File: src/rtl/axis_meta_fifo.sv
// Generic synchronous first-word-fall-through FIFO.
// Latency: an entry pushed at edge t is visible on o_head_dat after edge t.
// Backpressure: pushes refused while full (even with a same-cycle pop); pops ignored while empty.
module axis_meta_fifo #(
    parameter int WIDTH = 8,
    parameter int DEPTH = 16
) (
    input  logic                         clk,
    input  logic                         rst_n,
    input  logic                         i_push_vld,
    input  logic [WIDTH-1:0]             i_push_dat,
    input  logic                         i_pop_vld,
    output logic [WIDTH-1:0]             o_head_dat,
    output logic                         o_full,
    output logic                         o_empty,
    output logic [$clog2(DEPTH+1)-1:0]   o_count
);

    localparam int AW = $clog2(DEPTH);
    localparam int CW = $clog2(DEPTH+1);

    logic [WIDTH-1:0] r_mem [DEPTH];
    logic [AW-1:0]    r_wr_ptr;
    logic [AW-1:0]    r_rd_ptr;
    logic [CW-1:0]    r_count;

    logic w_push;
    logic w_pop;

    // Full/empty come from the registered count only, so ready never depends on pop.
    assign o_full  = (r_count == CW'(DEPTH));
    assign o_empty = (r_count == '0);
    assign w_push  = i_push_vld && !o_full;
    assign w_pop   = i_pop_vld && !o_empty;

    always_ff @(posedge clk) begin
        if (w_push) begin
            r_mem[r_wr_ptr] <= i_push_dat;
        end
    end

    always_ff @(posedge clk) begin
        if (!rst_n) begin
            r_wr_ptr <= '0;
            r_rd_ptr <= '0;
            r_count  <= '0;
        end else begin
            if (w_push) begin
                r_wr_ptr <= r_wr_ptr + AW'(1);
            end
            if (w_pop) begin
                r_rd_ptr <= r_rd_ptr + AW'(1);
            end
            case ({w_push, w_pop})
                2'b10:   r_count <= r_count + CW'(1);
                2'b01:   r_count <= r_count - CW'(1);
                default: r_count <= r_count;
            endcase
        end
    end

    assign o_head_dat = r_mem[r_rd_ptr];
    assign o_count    = r_count;

    a_count_range: assert property (@(posedge clk) disable iff (!rst_n)
        r_count <= CW'(DEPTH));

endmodule

File: config.mk
export PLATFORM = sky130hd
export DESIGN_NAME = axis_meta_fifo
export DESIGN_NICKNAME = d
export VERILOG_FILES = /design/src/rtl/axis_meta_fifo.sv
export SDC_FILE = /design/constraint.sdc
export NUM_CORES = 1
export LEC_CHECK = 0
export BUFFER_PORTS_ARGS = -buffer_cell sky130_fd_sc_hd__buf_4
export CAP_MARGIN = 15
export CORE_AREA = 8 8 176 128
export DETAILED_ROUTE_END_ITERATION = 10
export DIE_AREA = 0 0 184 136
export SYNTH_ARGS = -nofsm -noshare
export SYNTH_HDL_FRONTEND = slang
export SYNTH_SLANG_ARGS = --single-unit
File: constraint.sdc
create_clock -name clk -period 7.3 [get_ports clk]
set_input_delay 1.46 -clock clk [delete_from_list [all_inputs] [get_ports clk]]
set_output_delay 1.46 -clock clk [all_outputs]
set_load 0.01 [all_outputs]
==> results of run 1 <==
synthesized netlist by cell type (2+ instances only):
cell type,instances,area [sq um]
buf_6,3,33.8
a22oi_1,16,120
buf_2,4,20.0
xor2_1,5,43.8
nand2b_1,4,25.0
mux2i_1,5,50.1
nand3b_1,2,15.0
nand2_1,17,63.8
nand3_1,2,10.0
nor2b_1,2,12.5
buf_1,3,11.3
mux4_2,32,721
ha_1,8,100
o211ai_1,2,15.0
nor2_1,30,113
a21oi_1,2,10.0
clkbuf_1,10,37.5
o21a_1,5,37.5
dfxtp_1,17,340
edfxtp_1,128,3840
inv_1,7,26.3
nor3_1,5,25.0
cell usage in the layout (no fill, tap or decap), drive strengths merged, types with 3 or more instances in the layout:
master | synthesis | layout
xor2 | 5 | 5
a22oi | 16 | 16
ha | 8 | 8
o21a | 5 | 5
mux2i | 5 | 5
nand2 | 17 | 17
clkinv | 0 | 7
clkbuf | 10 | 17
o211ai | 3 | 3
nand2b | 4 | 4
nor3 | 5 | 5
nor2 | 30 | 30
buf | 10 | 32
edfxtp | 128 | 128
dfxtp | 17 | 17
mux4 | 32 | 32
inv | 8 | 12
per-layer routing:
layer  wire, um  global-route usage  share of wire
met1       5200               0.124           0.44
met2       5640               0.156           0.47
met3        869              0.0393          0.073
met4        193              0.0389          0.016
met5         13                   0         0.0011
sequential cells by signal, summed over array words and instances (netlist names), named ones only:
register,count
r_wr_ptr,4
r_mem,128
r_rd_ptr,4
o_count,5
worst max-delay path, cell delays in order, from the launching register on:
cell     delay [ps]
dfxtp_2         310
buf_4           520
mux4_2          590
a22oi_1         290
nand2_1         120
buf_4           160
stage by stage:
stage               std cells  utilization  area [sq um]
floorplan                 326            -          5820
global placement          614        0.315          6310
detailed placement        614        0.315          6310
CTS                       646        0.344          6890
global route              646        0.344          6890
finish                    646        0.344          6890
final cells by class:
class / instances / area [sq um] / share of cell area
clock buffers: 17 / 425 / 0.0617
clock inverters: 15 / 159 / 0.0231
inverters: 8 / 30.0 / 0.00436
multi-input cells: 153 / 1510 / 0.219
flip-flops and latches: 145 / 4190 / 0.607
well taps: 276 / 345 / 0.0501
repair buffers: 32 / 240 / 0.0349
how the worst max path moves through the flow:
stage,endpoint,slack (ps),depth (start not counted)
global route,o_head_dat[2],3250,5
global placement,o_head_dat[2],3850,5
finish,o_head_dat[2],3420,5
CTS,o_head_dat[2],3350,5
floorplan,o_count[4]$_SDFFE_PN0P_,4100,11
detailed placement,o_head_dat[2],3800,5
cells by family (layout without fill, tap and decap cells):
group	Yosys count	after routing
compound gates	33	33
simple gates	69	69
mux	37	37
buf+inv	28	72
flops	145	145
fa+ha+maj	8	8
xor+xnor	6	6
power by group through the flow:
stage               combinational [mW]  sequential, mW  clock, mW
floorplan                        0.306           0.982          0
global route                     0.462           0.977      0.899
CTS                              0.430           0.973      0.862
global placement                 0.421           0.987          0
detailed placement               0.429           0.990          0
finish                           0.420           0.973      0.847
==> results.sh, run 1 <==
export IMPL_grt_overflow=0
export IMPL_min_period_over_period=0.532
export IMPL_hp_class="reg -> reg"
export IMPL_postCtsHoldBufs=0
export IMPL_netSwitchingFraction=0.264
export IMPL_worst_slack_ps=3420
export IMPL_whs_path_depth=2
export IMPL_num_fill_cells=1912
export IMPL_status="finished clean"
export IMPL_core_rowCount=44
export IMPL_area_growth_pct=18.3
export IMPL_synth_top_family_by_area="multiplexers"
export IMPL_die_area_sq_um=25000
export IMPL_cts_made_buffers=17
export IMPL_coreArea_sq_um=20000
export IMPL_critical_path_class="reg -> out"
export IMPL_io_pins=27
export IMPL_ys_async_sr_fraction=0
export IMPL_slew_headroom=0.235
export IMPL_postCtsSetupBuffers=0
export IMPL_tns_ps=0
export IMPL_cp_max_fo=32
export IMPL_antennaDiodeCount=0
export IMPL_viasPerCell=4.63
export IMPL_synth_compound_area_frac=0.0447
export IMPL_endpoint_kind="output port"
export IMPL_grt_pass1_wl_um=18100
export IMPL_timing_rr_start="o_count[1]$_SDFFE_PN0P_"
export IMPL_synthAdderAreaFrac=0.0172
export IMPL_initial_utilization=0.291
export IMPL_rrSetupSlack_ps=4300
export IMPL_powerDensity_nw_per_um2=325
export IMPL_clk_pin_slew_worst_paths_ps=60
export IMPL_port_buffers=26
export IMPL_yosysWarnings=0
export IMPL_synthesis_instances=326
export IMPL_avgSynthCellArea_sq_um=17.9
export IMPL_synth_nets=346
export IMPL_synth_edf_count=128
export IMPL_ys_flop_type="edfxtp_1"
export IMPL_yosysSeqAreaShare=0.719
export IMPL_grt_pass1_vias=3014
export IMPL_clock_skew_final_ps=5.80
export IMPL_p_leak_nw=2.25
export IMPL_drv_cap=0
export IMPL_grt_max_degree=33
export IMPL_dpl_hpwl_um=7660
export IMPL_clock_sinks=145
export IMPL_gp_congestion=0.752
export IMPL_nets=377
export IMPL_power_mw=2.24
export IMPL_cts_tree="done"
export IMPL_synth_mux_area_frac=0.132
export IMPL_drc=0
export IMPL_p_seq_frac=0.434
export IMPL_setup_viol=0
export IMPL_hold_ws_ps=532
export IMPL_worstSkewPairLatency_ps=420
export IMPL_hold_path_startpoint="r_rd_ptr[2]$_SDFFE_PN0P_"
export IMPL_ir_worst_vdd_v=0.000134
export IMPL_synth_seq_cells=145
export IMPL_cts_resized=0
export IMPL_ctsLongestPathBuffers=2
export IMPL_synthXorXnorAreaFrac=0.00902
export IMPL_grt_setup_unrepaired="false"
export IMPL_maxSlewViolCount=0
export IMPL_clockRootBuffer="clkbuf_16"
export IMPL_arrival_ps=2420
export IMPL_tightest_slew_ps=1140
export IMPL_power_frac_clock=0.378
export IMPL_drive_gt1_frac=0.265
export IMPL_grt_util_all_layers=0.100
export IMPL_whs_endpoint="r_rd_ptr[2]$_SDFFE_PN0P_"
export IMPL_netSwitchingPower_uw=591
export IMPL_dp_slack_ps=3800
export IMPL_dieHeight_um=136
export IMPL_crit_required_ps=5840
export IMPL_crit_path_start_kind="flip-flop"
export IMPL_netlist_area_sq_um=5820
export IMPL_r2r_cells=10
export IMPL_fmax_mhz=257
export IMPL_synth_distinct_cells=39
export IMPL_h_tree_depth=4
export IMPL_vias=2990
export IMPL_die_w_um=184
export IMPL_comb_power_share=0.188
export IMPL_drt_iter0_markers=254
export IMPL_ant_nets=0
export IMPL_routed_wl_um=11900
export IMPL_synth_simple_area_share=0.0554
export IMPL_final_hold_viol_count=0
export IMPL_timing_rr_end="o_count[4]$_SDFFE_PN0P_"
export IMPL_detail_route_wl_per_cell_um=18.5
export IMPL_antenna_found_initial=1
export IMPL_fin_crit_ps=3880
export IMPL_p_int_mw=1.65
export IMPL_first_pass_iters=5
Note: power is estimated with default switching activity, not from simulation.
==> run 2: changes to the inputs <==
==> constraint.sdc (replaced) <==
create_clock -name clk -period 3.5 [get_ports clk]
set_input_delay 0.7 -clock clk [delete_from_list [all_inputs] [get_ports clk]]
set_output_delay 0.7 -clock clk [all_outputs]
set_load 0.01 [all_outputs]
==> run 2 against run 1 <==
Compared with the run above: clock power is 120% higher; wire length is 2.4% lower; sequential cell count stayed put; critical path depth is 5 higher; sequential power is 110% higher; design area is 0.89% higher; critical endpoint is now o_count[4]$_SDFFE_PN0P_; clock skew hardly changed; cell count is 0.31% higher; die area stayed put; non-clock buffer count is 2 higher; first-iteration DRC count is 11% lower; global-route usage hardly changed.
==> results.sh, run 2 (synthesis gave the netlist of run 1 again) <==
export IMPL_routed_wl_um=11600
export IMPL_worst_slack_ps=476
export IMPL_detail_route_wl_per_cell_um=18.0
export IMPL_status="finished clean"
export IMPL_hp_class="reg -> reg"
export IMPL_comb_power_share=0.188
export IMPL_maxSlewViolCount=0
export IMPL_min_period_over_period=0.864
export IMPL_p_seq_frac=0.421
export IMPL_vias=2967
export IMPL_crit_path_start_kind="flip-flop"
export IMPL_area_growth_pct=19.4
export IMPL_cts_resized=0
export IMPL_crit_required_ps=3840
export IMPL_placedCellCount=616
export IMPL_dpl_hpwl_um=7560
export IMPL_num_fill_cells=1907
export IMPL_fin_cells=648
export IMPL_tns_ps=0
export IMPL_cts_tree="done"
export IMPL_die_area_sq_um=25000
export IMPL_final_common_cell="edfxtp_1"
export IMPL_viasPerCell=4.58
export IMPL_worstSkewPairLatency_ps=420
export IMPL_final_hold_viol_count=0
export IMPL_port_buffers=26
export IMPL_grtUsageMet1=0.126
export IMPL_clock_skew_final_ps=5.91
export IMPL_p_int_mw=3.59
export IMPL_timing_rr_start="o_count[1]$_SDFFE_PN0P_"
export IMPL_initial_utilization=0.291
export IMPL_largest_register_ffs=128
export IMPL_fmax_mhz=331
export IMPL_endpoint_kind="flip-flop"
export IMPL_antennaDiodeCount=0
export IMPL_clockRootBuffer="clkbuf_16"
export IMPL_met2_usage=0.152
export IMPL_first_pass_iters=4
export IMPL_arrival_ps=3370
export IMPL_cts_made_buffers=17
export IMPL_nets=379
export IMPL_drv_cap=0
export IMPL_multi_input_area_sq_um=1510
export IMPL_core_rowCount=44
export IMPL_grt_setup_unrepaired="false"
export IMPL_cp_max_fo=9
export IMPL_p_leak_nw=2.28
export IMPL_critical_path_class="reg -> reg"
export IMPL_grt_pass1_wl_um=18100
export IMPL_cp_slowest_cell="or4_4"
export IMPL_cp_common_cell="ha_1"
export IMPL_slowest_delay_ps=610
export IMPL_clock_sinks=145
export IMPL_fin_crit_ps=3020
export IMPL_ir_worst_vdd_v=0.000348
export IMPL_whs_path_depth=2
export IMPL_final_cell_mix="edfxtp_1, buf_4, mux4_2"
export IMPL_tightest_slew_ps=925
export IMPL_hold_ws_ps=546
export IMPL_ant_nets=0
export IMPL_setup_viol=0
export IMPL_cp_cell_sequence="or4_4 -> o21a_1 -> inv_2 -> ha_1 -> xor2_1 -> ha_1 -> inv_1 -> a21o_1 -> a221oi_1 -> mux2i_1"
export IMPL_grt_overflow=0
export IMPL_coreArea_sq_um=20000
export IMPL_grt_max_degree=33
export IMPL_power_frac_clock=0.391
export IMPL_grt_pass1_vias=3095
export IMPL_io_pins=27
export IMPL_hold_path_startpoint="r_rd_ptr[2]$_SDFFE_PN0P_"
export IMPL_seq_area_sq_um=4190
export IMPL_r2r_cells=10
export IMPL_powerDensity_nw_per_um2=692
export IMPL_timing_rr_end="o_count[4]$_SDFFE_PN0P_"
export IMPL_netSwitchingFraction=0.254
export IMPL_drt_iter0_markers=226
export IMPL_slew_headroom=0.381
export IMPL_h_tree_depth=4
export IMPL_grt_util_all_layers=0.100
export IMPL_drive_gt1_frac=0.266
export IMPL_grt_util_met3=0.0368
export IMPL_whs_endpoint="r_rd_ptr[2]$_SDFFE_PN0P_"
export IMPL_utilization=0.347
export IMPL_gr_max_usage_layer="met2"
export IMPL_gp_congestion=0.739
export IMPL_rrSetupSlack_ps=480
export IMPL_clk_pin_slew_worst_paths_ps=60
export IMPL_dp_slack_ps=560
export IMPL_regMostFlops="r_mem"
export IMPL_netSwitchingPower_mw=1.22
export IMPL_postCtsSetupBuffers=0
export IMPL_drc=0
export IMPL_postCtsHoldBufs=0
export IMPL_die_w_um=184
export IMPL_dieHeight_um=136
export IMPL_antenna_found_initial=1
export IMPL_ctsLongestPathBuffers=2
run 2: final cells by class:
| cell class | count | share of cell area |
|---|---|---|
| flip-flops and latches | 145 | 0.602 |
| inverters | 8 | 0.00432 |
| clock buffers | 19 | 0.0623 |
| clock inverters | 13 | 0.0266 |
| well taps | 276 | 0.0497 |
| multi-input cells | 153 | 0.217 |
| repair buffers | 34 | 0.0385 |
run 2: worst max-delay path: cells and delay by family (launching register included):
family          cells  cell delay [ps]
compound gates      3              810
simple gates        1              610
fa+ha+maj           2              540
flops               1              390
mux                 1              240
xor+xnor            1              190
buf+inv             2              150
run 2: metal layers:
layer  vias up  routed length [um]  part of all wire
met1      1513                5290              0.45
met5         -                  10           0.00086
met4         2                 197             0.017
met3        16                 634             0.054
met2        79                5510              0.47
li1       1357                   -                 -
run 2: worst max path at each step:
stage / start / endpoint / cells after the start
detailed placement: o_count[1]$_SDFFE_PN0P_ / o_count[4]$_SDFFE_PN0P_ / 10
finish: o_count[1]$_SDFFE_PN0P_ / o_count[4]$_SDFFE_PN0P_ / 10
floorplan: o_count[1]$_SDFFE_PN0P_ / o_count[4]$_SDFFE_PN0P_ / 14
global route: o_count[1]$_SDFFE_PN0P_ / o_count[4]$_SDFFE_PN0P_ / 10
global placement: o_count[1]$_SDFFE_PN0P_ / o_count[4]$_SDFFE_PN0P_ / 10
CTS: o_count[1]$_SDFFE_PN0P_ / o_count[4]$_SDFFE_PN0P_ / 10
run 2: power by group through the flow:
| stage | logic [mW] | clock network (mW) | registers (mW) |
|---|---|---|---|
| 2_1_floorplan | 0.639 | 0 | 2.05 |
| 3_3_place_gp | 0.907 | 0 | 2.06 |
| 3_5_place_dp | 0.924 | 0 | 2.06 |
| 4_1_cts | 0.925 | 1.93 | 2.03 |
| 5_1_grt | 0.991 | 2.01 | 2.04 |
| 6_report | 0.903 | 1.88 | 2.03 |
run 2: metrics by stage:
stage | cell area (sq um) | total power, mW
final | 6950 | 4.81
after global routing | 6950 | 5.04
after CTS | 6950 | 4.88
after detailed placement | 6330 | 2.99
after global placement | 6330 | 2.96
after floorplan | 5820 | 2.69
